**src/rtl/mod_n_counter_pkg.sv**
```systemverilog
// ---------------------------------------------------------------
// counter_pkg : shared moduli and binary-to-BCD helper
// Revision    : 1.0
// ---------------------------------------------------------------
`default_nettype none

package counter_pkg;

  localparam int SEC_MOD   = 60;
  localparam int MIN_MOD   = 60;
  localparam int HOUR_MOD  = 24;
  localparam int DAY12_MOD = 12;

  // Valid for 0..99; callers never pass anything larger.
  function automatic logic [7:0] bin2bcd8(input logic [7:0] bin);
    return {4'(bin / 8'd10), 4'(bin % 8'd10)};
  endfunction

endpackage

`default_nettype wire

```
**src/rtl/mod_n_counter_if.sv**
```systemverilog
// ---------------------------------------------------------------
// mod_n_counter_if : control/status bundle for one counter stage
// Revision         : 1.0
// ---------------------------------------------------------------
`default_nettype none

interface mod_n_counter_if #(
  parameter int WIDTH = 8
);
  logic             clr;
  logic             load;
  logic [WIDTH-1:0] load_val;
  logic             en;
  logic             up;
  logic [WIDTH-1:0] q;
  logic [7:0]       bcd;
  logic             tc;
  logic             wrap;
  logic             load_err;

  modport master (
    output clr, load, load_val, en, up,
    input  q, bcd, tc, wrap, load_err
  );

  modport slave (
    input  clr, load, load_val, en, up,
    output q, bcd, tc, wrap, load_err
  );
endinterface

`default_nettype wire

```
**src/rtl/mod_n_counter_bcd_digit_pair.sv**
```systemverilog
// ---------------------------------------------------------------
// bcd_digit_pair : tens/ones BCD register pair with step controls
// Revision       : 1.0
// ---------------------------------------------------------------
`default_nettype none

module bcd_digit_pair (
  input  logic       clk_i,
  input  logic       rst_ni,
  input  logic       clr_i,
  input  logic       set_i,
  input  logic [7:0] set_val_i,
  input  logic       inc_i,
  input  logic       dec_i,
  output logic [7:0] bcd_o
);

  logic [3:0] tens_q, tens_d;
  logic [3:0] ones_q, ones_d;

  always_comb begin
    tens_d = tens_q;
    ones_d = ones_q;
    if (clr_i) begin
      tens_d = 4'd0;
      ones_d = 4'd0;
    end else if (set_i) begin
      tens_d = set_val_i[7:4];
      ones_d = set_val_i[3:0];
    end else if (inc_i) begin
      if (ones_q == 4'd9) begin
        ones_d = 4'd0;
        tens_d = tens_q + 4'd1;
      end else begin
        ones_d = ones_q + 4'd1;
      end
    end else if (dec_i) begin
      if (ones_q == 4'd0) begin
        ones_d = 4'd9;
        tens_d = tens_q - 4'd1;
      end else begin
        ones_d = ones_q - 4'd1;
      end
    end
  end

  always_ff @(posedge clk_i) begin
    if (!rst_ni) begin
      tens_q <= 4'd0;
      ones_q <= 4'd0;
    end else begin
      tens_q <= tens_d;
      ones_q <= ones_d;
    end
  end

  assign bcd_o = {tens_q, ones_q};

endmodule

`default_nettype wire

```
**src/rtl/mod_n_counter.sv**
```systemverilog
// ---------------------------------------------------------------
// mod_n_counter : modulo-N up/down counter with BCD and cascade tc
// Revision      : 1.0
// ---------------------------------------------------------------
`default_nettype none

module mod_n_counter
  import counter_pkg::*;
#(
  parameter int MODULUS = 60,
  parameter int WIDTH   = 8
) (
  input  logic          clk_1Hz,
  input  logic          rst_n,
  mod_n_counter_if.slave cnt_if
);

  if ((MODULUS < 2) || (MODULUS > 100)) begin : g_bad_modulus
    $error("mod_n_counter: MODULUS must be within 2..100");
  end
  if ((2 ** WIDTH) < MODULUS) begin : g_bad_width
    $error("mod_n_counter: WIDTH too small for MODULUS");
  end

  localparam logic [WIDTH-1:0] MAX_VAL = WIDTH'(MODULUS - 1);
  localparam logic [7:0]       MAX_BCD = bin2bcd8(8'(MODULUS - 1));

  logic [WIDTH-1:0] q_q, q_d;
  logic             wrap_q, wrap_d;
  logic             err_q, err_d;

  logic             dig_clr, dig_set, dig_inc, dig_dec;
  logic [7:0]       dig_set_val;
  logic [7:0]       bcd_w;

  always_comb begin
    q_d         = q_q;
    wrap_d      = 1'b0;
    err_d       = 1'b0;
    dig_clr     = 1'b0;
    dig_set     = 1'b0;
    dig_inc     = 1'b0;
    dig_dec     = 1'b0;
    dig_set_val = 8'h00;
    if (cnt_if.clr) begin
      q_d     = '0;
      dig_clr = 1'b1;
    end else if (cnt_if.load) begin
      dig_set = 1'b1;
      // Out-of-range loads saturate so q stays inside 0..MODULUS-1.
      if (cnt_if.load_val <= MAX_VAL) begin
        q_d         = cnt_if.load_val;
        dig_set_val = bin2bcd8(8'(cnt_if.load_val));
      end else begin
        q_d         = MAX_VAL;
        dig_set_val = MAX_BCD;
        err_d       = 1'b1;
      end
    end else if (cnt_if.en) begin
      if (cnt_if.up) begin
        if (q_q == MAX_VAL) begin
          q_d     = '0;
          wrap_d  = 1'b1;
          dig_clr = 1'b1;
        end else begin
          q_d     = q_q + WIDTH'(1);
          dig_inc = 1'b1;
        end
      end else begin
        if (q_q == '0) begin
          q_d         = MAX_VAL;
          wrap_d      = 1'b1;
          dig_set     = 1'b1;
          dig_set_val = MAX_BCD;
        end else begin
          q_d     = q_q - WIDTH'(1);
          dig_dec = 1'b1;
        end
      end
    end
  end

  always_ff @(posedge clk_1Hz) begin
    if (!rst_n) begin
      q_q    <= '0;
      wrap_q <= 1'b0;
      err_q  <= 1'b0;
    end else begin
      q_q    <= q_d;
      wrap_q <= wrap_d;
      err_q  <= err_d;
    end
  end

  bcd_digit_pair u_digits (
    .clk_i     (clk_1Hz),
    .rst_ni    (rst_n),
    .clr_i     (dig_clr),
    .set_i     (dig_set),
    .set_val_i (dig_set_val),
    .inc_i     (dig_inc),
    .dec_i     (dig_dec),
    .bcd_o     (bcd_w)
  );

  assign cnt_if.q        = q_q;
  assign cnt_if.bcd      = bcd_w;
  assign cnt_if.wrap     = wrap_q;
  assign cnt_if.load_err = err_q;
  assign cnt_if.tc       = cnt_if.en & (cnt_if.up ? (q_q == MAX_VAL) : (q_q == '0));

endmodule

`default_nettype wire
```
**src/flat_wrapper.sv**
```systemverilog
// flat-port wrapper written by rule: the top's interface ports become plain ports
module mod_n_counter_flat import counter_pkg::*;
#(
  parameter int MODULUS = 60,
  parameter int WIDTH   = 8
)
  (clk_1Hz, rst_n, cnt_if_clr, cnt_if_load, cnt_if_load_val, cnt_if_en, cnt_if_up, cnt_if_q, cnt_if_bcd, cnt_if_tc, cnt_if_wrap, cnt_if_load_err);
  mod_n_counter_if #(.WIDTH(WIDTH)) cnt_if_i ();
  input  logic clk_1Hz;
  input  logic rst_n;
  input wire logic [$bits(cnt_if_i.clr)-1:0] cnt_if_clr;
  input wire logic [$bits(cnt_if_i.load)-1:0] cnt_if_load;
  input wire logic [$bits(cnt_if_i.load_val)-1:0] cnt_if_load_val;
  input wire logic [$bits(cnt_if_i.en)-1:0] cnt_if_en;
  input wire logic [$bits(cnt_if_i.up)-1:0] cnt_if_up;
  output wire logic [$bits(cnt_if_i.q)-1:0] cnt_if_q;
  output wire logic [$bits(cnt_if_i.bcd)-1:0] cnt_if_bcd;
  output wire logic [$bits(cnt_if_i.tc)-1:0] cnt_if_tc;
  output wire logic [$bits(cnt_if_i.wrap)-1:0] cnt_if_wrap;
  output wire logic [$bits(cnt_if_i.load_err)-1:0] cnt_if_load_err;
  assign cnt_if_i.clr = cnt_if_clr;
  assign cnt_if_i.load = cnt_if_load;
  assign cnt_if_i.load_val = cnt_if_load_val;
  assign cnt_if_i.en = cnt_if_en;
  assign cnt_if_i.up = cnt_if_up;
  assign cnt_if_q = cnt_if_i.q;
  assign cnt_if_bcd = cnt_if_i.bcd;
  assign cnt_if_tc = cnt_if_i.tc;
  assign cnt_if_wrap = cnt_if_i.wrap;
  assign cnt_if_load_err = cnt_if_i.load_err;
  mod_n_counter #(.MODULUS(MODULUS), .WIDTH(WIDTH)) u_core (.clk_1Hz(clk_1Hz), .rst_n(rst_n), .cnt_if(cnt_if_i));
endmodule
```
**config.mk**
```make
export PLATFORM = sky130hd
export DESIGN_NAME = mod_n_counter_flat
export DESIGN_NICKNAME = d
export VERILOG_FILES = /design/src/rtl/mod_n_counter_pkg.sv /design/src/rtl/mod_n_counter_if.sv /design/src/rtl/mod_n_counter_bcd_digit_pair.sv /design/src/rtl/mod_n_counter.sv /design/src/flat_wrapper.sv
export SDC_FILE = /design/constraint.sdc
export NUM_CORES = 1
export LEC_CHECK = 0
export ABC_AREA = 1
export BUFFER_PORTS_ARGS = -buffer_cell sky130_fd_sc_hd__buf_2
export CORE_ASPECT_RATIO = 0.7
export CORE_MARGIN = 8
export CORE_UTILIZATION = 30
export CTS_BUF_LIST = sky130_fd_sc_hd__clkbuf_4 sky130_fd_sc_hd__clkbuf_8 sky130_fd_sc_hd__clkbuf_16
export DETAILED_ROUTE_END_ITERATION = 10
export GPL_ROUTABILITY_DRIVEN = 0
export RECOVER_POWER = 50
export SLEW_MARGIN = 20
export SYNTH_ARGS = -nofsm -noshare
export SYNTH_HDL_FRONTEND = slang
export SYNTH_SLANG_ARGS = --single-unit
```
**constraint.sdc**
```tcl
create_clock -name clk_1Hz -period 2.37 [get_ports clk_1Hz]
set_input_delay 0.237 -clock clk_1Hz [delete_from_list [all_inputs] [get_ports clk_1Hz]]
set_output_delay 0.237 -clock clk_1Hz [all_outputs]
set_load 0.01 [all_outputs]
```
# Word level (Yosys, flattened, before mapping)
# Index checks and enable logic that the tools add are counted.
# word_totals
regBits,18
latchBits,0
mem_bits_rw,0
rom_bits,0
in_bits,14
output_inout_bits,19
elab_cells,76
memories,0
# op_classes
n_addsub,6
n_mul,0
div_mod_pow,2
order_cmp,1
eq_ne,3
shifts,0
mux,45
n_bitwise,4
reduce_logical,10
# ops
operator,count
8-bit two-way mux,11
4-bit two-way mux,10
1-bit two-way mux,23
4-bit by 1-bit adder with 4-bit output (second input constant),2
8-bit by 1-bit adder with 8-bit output (second input constant),1
8-bit by 4-bit divider with 8-bit output (second input constant),1
8-bit by 6-bit equality test with 1-bit output (second input constant),1
8-bit by 6-bit <= comparator with 1-bit output (second input constant),1
8-bit zero test,1
8-bit by 4-bit remainder unit with 8-bit output (second input constant),1
4-bit by 1-bit subtractor with 4-bit output (second input constant),2
8-bit by 1-bit subtractor with 8-bit output (second input constant),1
7-bit two-way mux,1
3-bit nonzero test,2
4-bit equality test (second input constant),1
4-bit zero test,1
2-bit OR reduction,2
4-bit OR reduction,1
3-bit by 2-bit != test with 1-bit output (second input constant),1
1-bit inverter,3
3-bit AND reduction,1
3-bit OR reduction,1
2-bit nonzero test,1
1-bit bitwise AND,1

# Longest topological paths before layout
# depth
depth_word,9
depth_mapped,22
depth_no_buf,22

# Hierarchy
# A second synthesis with hierarchy kept.
# hier_totals
cells_unflattened,318
hier_area_um2,1888.1
# by_module_without_submodules
mod,instances,cells_per_inst,area_per_inst_um2,seq_area_each_um2
mod_n_counter,1,213,1232.4,200.2
bcd_digit_pair,1,105,655.6,160.2

# Least setup slack after synthesis
# No wires, ideal clock.
# synth_path
path_kind,reg-to-reg
startpoint,register u_core.q_q[2] (netlist: u_core.cnt_if.q[2])
endpoint,register u_core.u_digits.tens_q[3]
setup_ps,86
t_arrival_ps,2312
required_ps,2284
path_slack_ps,-28
path_stages_with_launch,15
path_buffers,1
period_less_slack_ps,2398
path_cell_list,dfxtp_1 > clkbuf_1 > inv_1 > nand3_1 > nor4_1 > nor2_1 > nand2_1 > ha_1 > a21oi_1 > nand2_1 > xor2_1 > o21ai_0 > a21oi_1 > nor2_1 > a211oi_1
# synth_via
elab_chain_cells,8
word_cells_on_any_way,29
classes_between,2 x eq/ne; 22 x mux; 5 x reduce/logical
# synth_lines
element,line_no,rtl
start: declaration,mod_n_counter.sv:28,"logic [WIDTH-1:0] q_q, q_d;"
start signal: assignment,mod_n_counter.sv:89,q_q <= q_d;
8-bit by 6-bit equality test with 1-bit output / 8-bit zero test (equally long branches),"mod_n_counter.sv:61, mod_n_counter.sv:70",
1-bit two-way mux (on tied branches),"mod_n_counter.sv:61, mod_n_counter.sv:70",
1-bit two-way mux,mod_n_counter.sv:60,if (cnt_if.up) begin
1-bit two-way mux,mod_n_counter.sv:59,end else if (cnt_if.en) begin
1-bit two-way mux,mod_n_counter.sv:48,end else if (cnt_if.load) begin
1-bit two-way mux,mod_n_counter.sv:45,if (cnt_if.clr) begin
3-bit by 2-bit != test with 1-bit output (no line) (tied with other cells),-,
3-bit AND reduction (no line) / 4-bit two-way mux (equally long branches),-,
end signal: assignment,mod_n_counter_bcd_digit_pair.sv:52,tens_q <= tens_d;
end: declaration,mod_n_counter_bcd_digit_pair.sv:18,"logic [3:0] tens_q, tens_d;"
# Parallel ways exist; a longest one is shown, timed or not.
# A chain may end at the register's enable or synchronous reset.

# Final worst setup path
# layout_path
startpoint,register u_core.q_q[1] (netlist: u_core.cnt_if.q[1])
endpoint,register u_core.u_digits.tens_q[3]
# Same word-level chain as after synthesis.

==> qor.csv <==
stage;metric;value;unit
critical_path;worst r2r src;u_core.cnt_if.q[1];
clock_network;total number of clock tree sinks;18;
synth;leading register cell type out of synthesis;dfxtp_1;
sta;Worst Skew;0.00156;ns
global_routing;Congestion Overflow GR;0;
critical_path;Critical path origin;u_core.cnt_if.q[1];
pwr;power density normalized to cell area;452;nW/um^2
synth;area fraction of the dominant cell type after synthesis;0.198;
sta;sum of negative setup slack;0;ns
critical_path;buffer and inverter count on the worst path;0;
global_routing;global-route total usage across every layer;0.128;
final_layout;synth-to-layout area growth;23.3;%
critical_path;endpoint of the worst register-to-register path;u_core.u_digits.tens_q[3];
route;vias post-DR;2083;
route;WL met2;2.21;mm
synth;area leader, netlist;dfxtp_1;
critical_path;Levels on crit path;13;
critical_path;endpoint of the worst setup timing path;u_core.u_digits.tens_q[3];
critical_path;crit path max-delay cell type;dfxtp_2;
sta;setup repair after global routing missed its margin;false;
synth;Post-Synthesis Net Count;315;
global_routing;number of global-route vias before repair;1987;
critical_path;required time reported for the critical path endpoint;2.55;ns
route;post-detailed-route wirelength per cell;13.3;um
synth;average footprint of a synthesized cell;6.18;sq um
die;number of rows in the core area;23;
synth;library cells used by synthesis;36;
hold_path;hold_sp;cnt_if_load_val[2];
final_layout;final cell utilization of the core;0.389;
sta;number of failing hold endpoints at the final stage;0;
sta;relative max-transition margin;0.690;
global_routing;initial antenna violation count;0;
pwr;Peak VDD IR;0.000184;V
route;first-pass detailed-route iteration total;4;
synth;number of enable flip-flop cells after synthesis;0;
critical_path;gate family responsible for the most delay along the worst path;simple AND/OR/NAND/NOR gates;
route;drt drc;0;
critical_path;CP max stage delay;0.36;ns
synth;leading post-synthesis cells by instance count;nand2_1, inv_1, nand3_1;
sta;Final Critical Period;2.22;ns
clock_network;clock-pin slew on the worst setup and hold paths;0.07;ns
flow_run;Max Cap Violations;0;
synth;most repeated cell in the gate-level netlist after synthesis;nand2_1;
critical_path;cell breakdown of the critical path;ha_4 -> nand3_1 -> nor4_2 -> nor2_1 -> nand2_2 -> ha_4 -> a21oi_2 -> nand2_1 -> xor2_1 -> o21ai_0 -> a21oi_1 -> nor2_1 -> a211oi_2;
clock_network;root buf cell;clkbuf_8;
critical_path;arrival time worst endpoint;2.41;ns
critical_path;worst setup slack for register-to-register paths;0.15;ns
critical_path;Crit Path Max Fanout;3;
die;I/O pin count;33;
route;wl on met1;2.90;mm
critical_path;R2R cell count;13;
final_layout;final net count;364;
global_routing;largest net degree at the start of global routing;11;
clock_network;CTS buffer count;3;
clock_network;maximum buffer depth of the clock tree;2;
synth;sequential-to-total area share from yosys stat;0.198;
die;Std-Cell Core Area;5780;sq um
final_layout;ratio of cells with drive above 1 in the final layout;0.204;
synth;register bit total from synthesis;18;
placement;detailed placer's ending HPWL;4.54;mm
synth;post-synthesis instance total;295;
synth;share of synthesized flip-flops with an asynchronous set or reset;0;
die;die span in y;81.2;um
route;amount of wire on met3 after detailed routing;416;um
route;Top Metal Used;met4;
clock_network;CTS tree;yes;
sta;Final Slew Violations;0;
sta;fmax;0.450;GHz
sta;final-report setup violation count;0;
die;Starting Density;0.315;
critical_path;Crit. End Element;flop;
critical_path;startpoint-to-endpoint class of the critical path;flop to flop;
final_layout;antenna diode count;0;
synth;Synth area leaders;dfxtp_1, nand2_1, inv_1, nand3_1, a21oi_1;
hold_path;kind of path behind the tightest hold check;primary input to flop;
sta;fraction of the cycle the final worst path needs;0.937;
route;vias per std cell;4.98;
placement;PortBufs;32;
pwr;static leakage;0.00106;uW
synth;count of warnings emitted by yosys;0;
sta;transition time at the pin with the least slew margin;0.464;ns
die;die outline area;8870;sq um
clock_network;H-tree levels;1;
outcome;result of the run;complete, no violations;
die;horizontal die dimension;109;um
route;antenna-violating nets left;0;
clock_network;later-pin clock latency in the skew report;0.26;ns
route;1st-iter DRT viols;102;
route;wire length reported by the detailed router;5.55;mm
critical_path;type of origin of the critical path;flop;
final_layout;Filler cells;644;
global_routing;first-pass GRT wire length;9.33;mm
synth;Netlist Area Pre-Place;1820;sq um
[report_power, final]
group	switching (uW)	internal (uW)	leakage, uW
logic	272	155	0.000882
registers	14.5	317	0.000148
clock network	110	148	0.0000288
[per-stage QoR]
step                total power [uW]  instance area [sq um]  setup WS, ns  std cells  hold slack (ns)
CTS                             1020                   2220        0.0552        415            0.311
detailed placement               759                   2160        0.0807        411            0.488
finish                          1020                   2250         0.148        418            0.308
global route                    1090                   2250        0.0123        418            0.318
floorplan                        641                   1830        0.0721        295            0.415
global placement                 753                   2160         0.135        411            0.483
[cell type report]
type | count | area (sq um) | share of cell area
Multi-Input combinational cell | 228 | 1320 | 0.587
Sequential cell | 18 | 363 | 0.161
Timing Repair Buffer | 48 | 248 | 0.110
Inverter | 45 | 169 | 0.0751
Tap cell | 75 | 93.8 | 0.0417
Clock buffer | 4 | 55.1 | 0.0245
[what timing repair did]
action | 4_1_cts | 5_1_grt
hold buffers | 0 | 0
gates resized for setup | 0 | 9
endpoints found under the setup margin | 0 | 3
buffers inserted | 0 | 3
[layer usage]
metal / vias up / GRT usage
met4: 0 / 0.0161
met1: 942 / 0.186
met2: 53 / 0.193
met5: - / 0
met3: 2 / 0.0245
li1: 1086 / -
[worst min path at each step]
stage / to / slack, ns / cells after the start
2_1_floorplan: u_core.cnt_if.q[2] / 0.41 / 2
3_3_place_gp: u_core.u_digits.tens_q[2] / 0.48 / 2
3_5_place_dp: u_core.u_digits.tens_q[2] / 0.49 / 2
4_1_cts: u_core.cnt_if.q[2] / 0.31 / 3
5_1_grt: u_core.cnt_if.q[2] / 0.32 / 3
6_report: u_core.cnt_if.q[2] / 0.31 / 3
[tightest hold or removal path, stage by stage]
cell and delay [ns]:
buf_2 0.13, nand3_1 0.08, a31oi_1 0.07
[cells by family (layout without fill, tap and decap cells)]
family,count (synthesis),count (layout),synth area share
AOI/OAI and AO/OA,66,66,0.224
xor gates and xnor gates,11,11,0.0528
adders and majority gates,6,6,0.0453
buffers and inverters,49,97,0.102
DFF,18,18,0.198
and+or+nand+nor,145,145,0.378
[layout by cell type (no fill, tap or decap), types with 3 or more instances in the layout]
cell type,Yosys,routed
a21oi_1,21,20
buf_2,1,21
buf_4,0,11
clkbuf_1,3,16
clkbuf_8,0,4
dfxtp_1,18,16
ha_1,5,3
inv_1,39,38
inv_2,6,7
nand2_1,62,61
nand2_2,4,5
nand2_4,6,6
nand3_1,29,29
nand3_2,3,3
nand4_1,3,3
nor2_1,22,22
nor3_1,11,11
o211ai_1,5,5
o21ai_0,20,20
o22ai_1,4,4
xnor2_1,6,6
xor2_1,5,5
[registers in the layout, indices dropped and copies added, names as in the netlist]
register	count
u_core.cnt_if.q	8
u_core.u_digits.ones_q	4
u_core.u_digits.tens_q	4
u_core.cnt_if.load_err	1
u_core.cnt_if.wrap	1
Power figures use the tool's default switching activity.
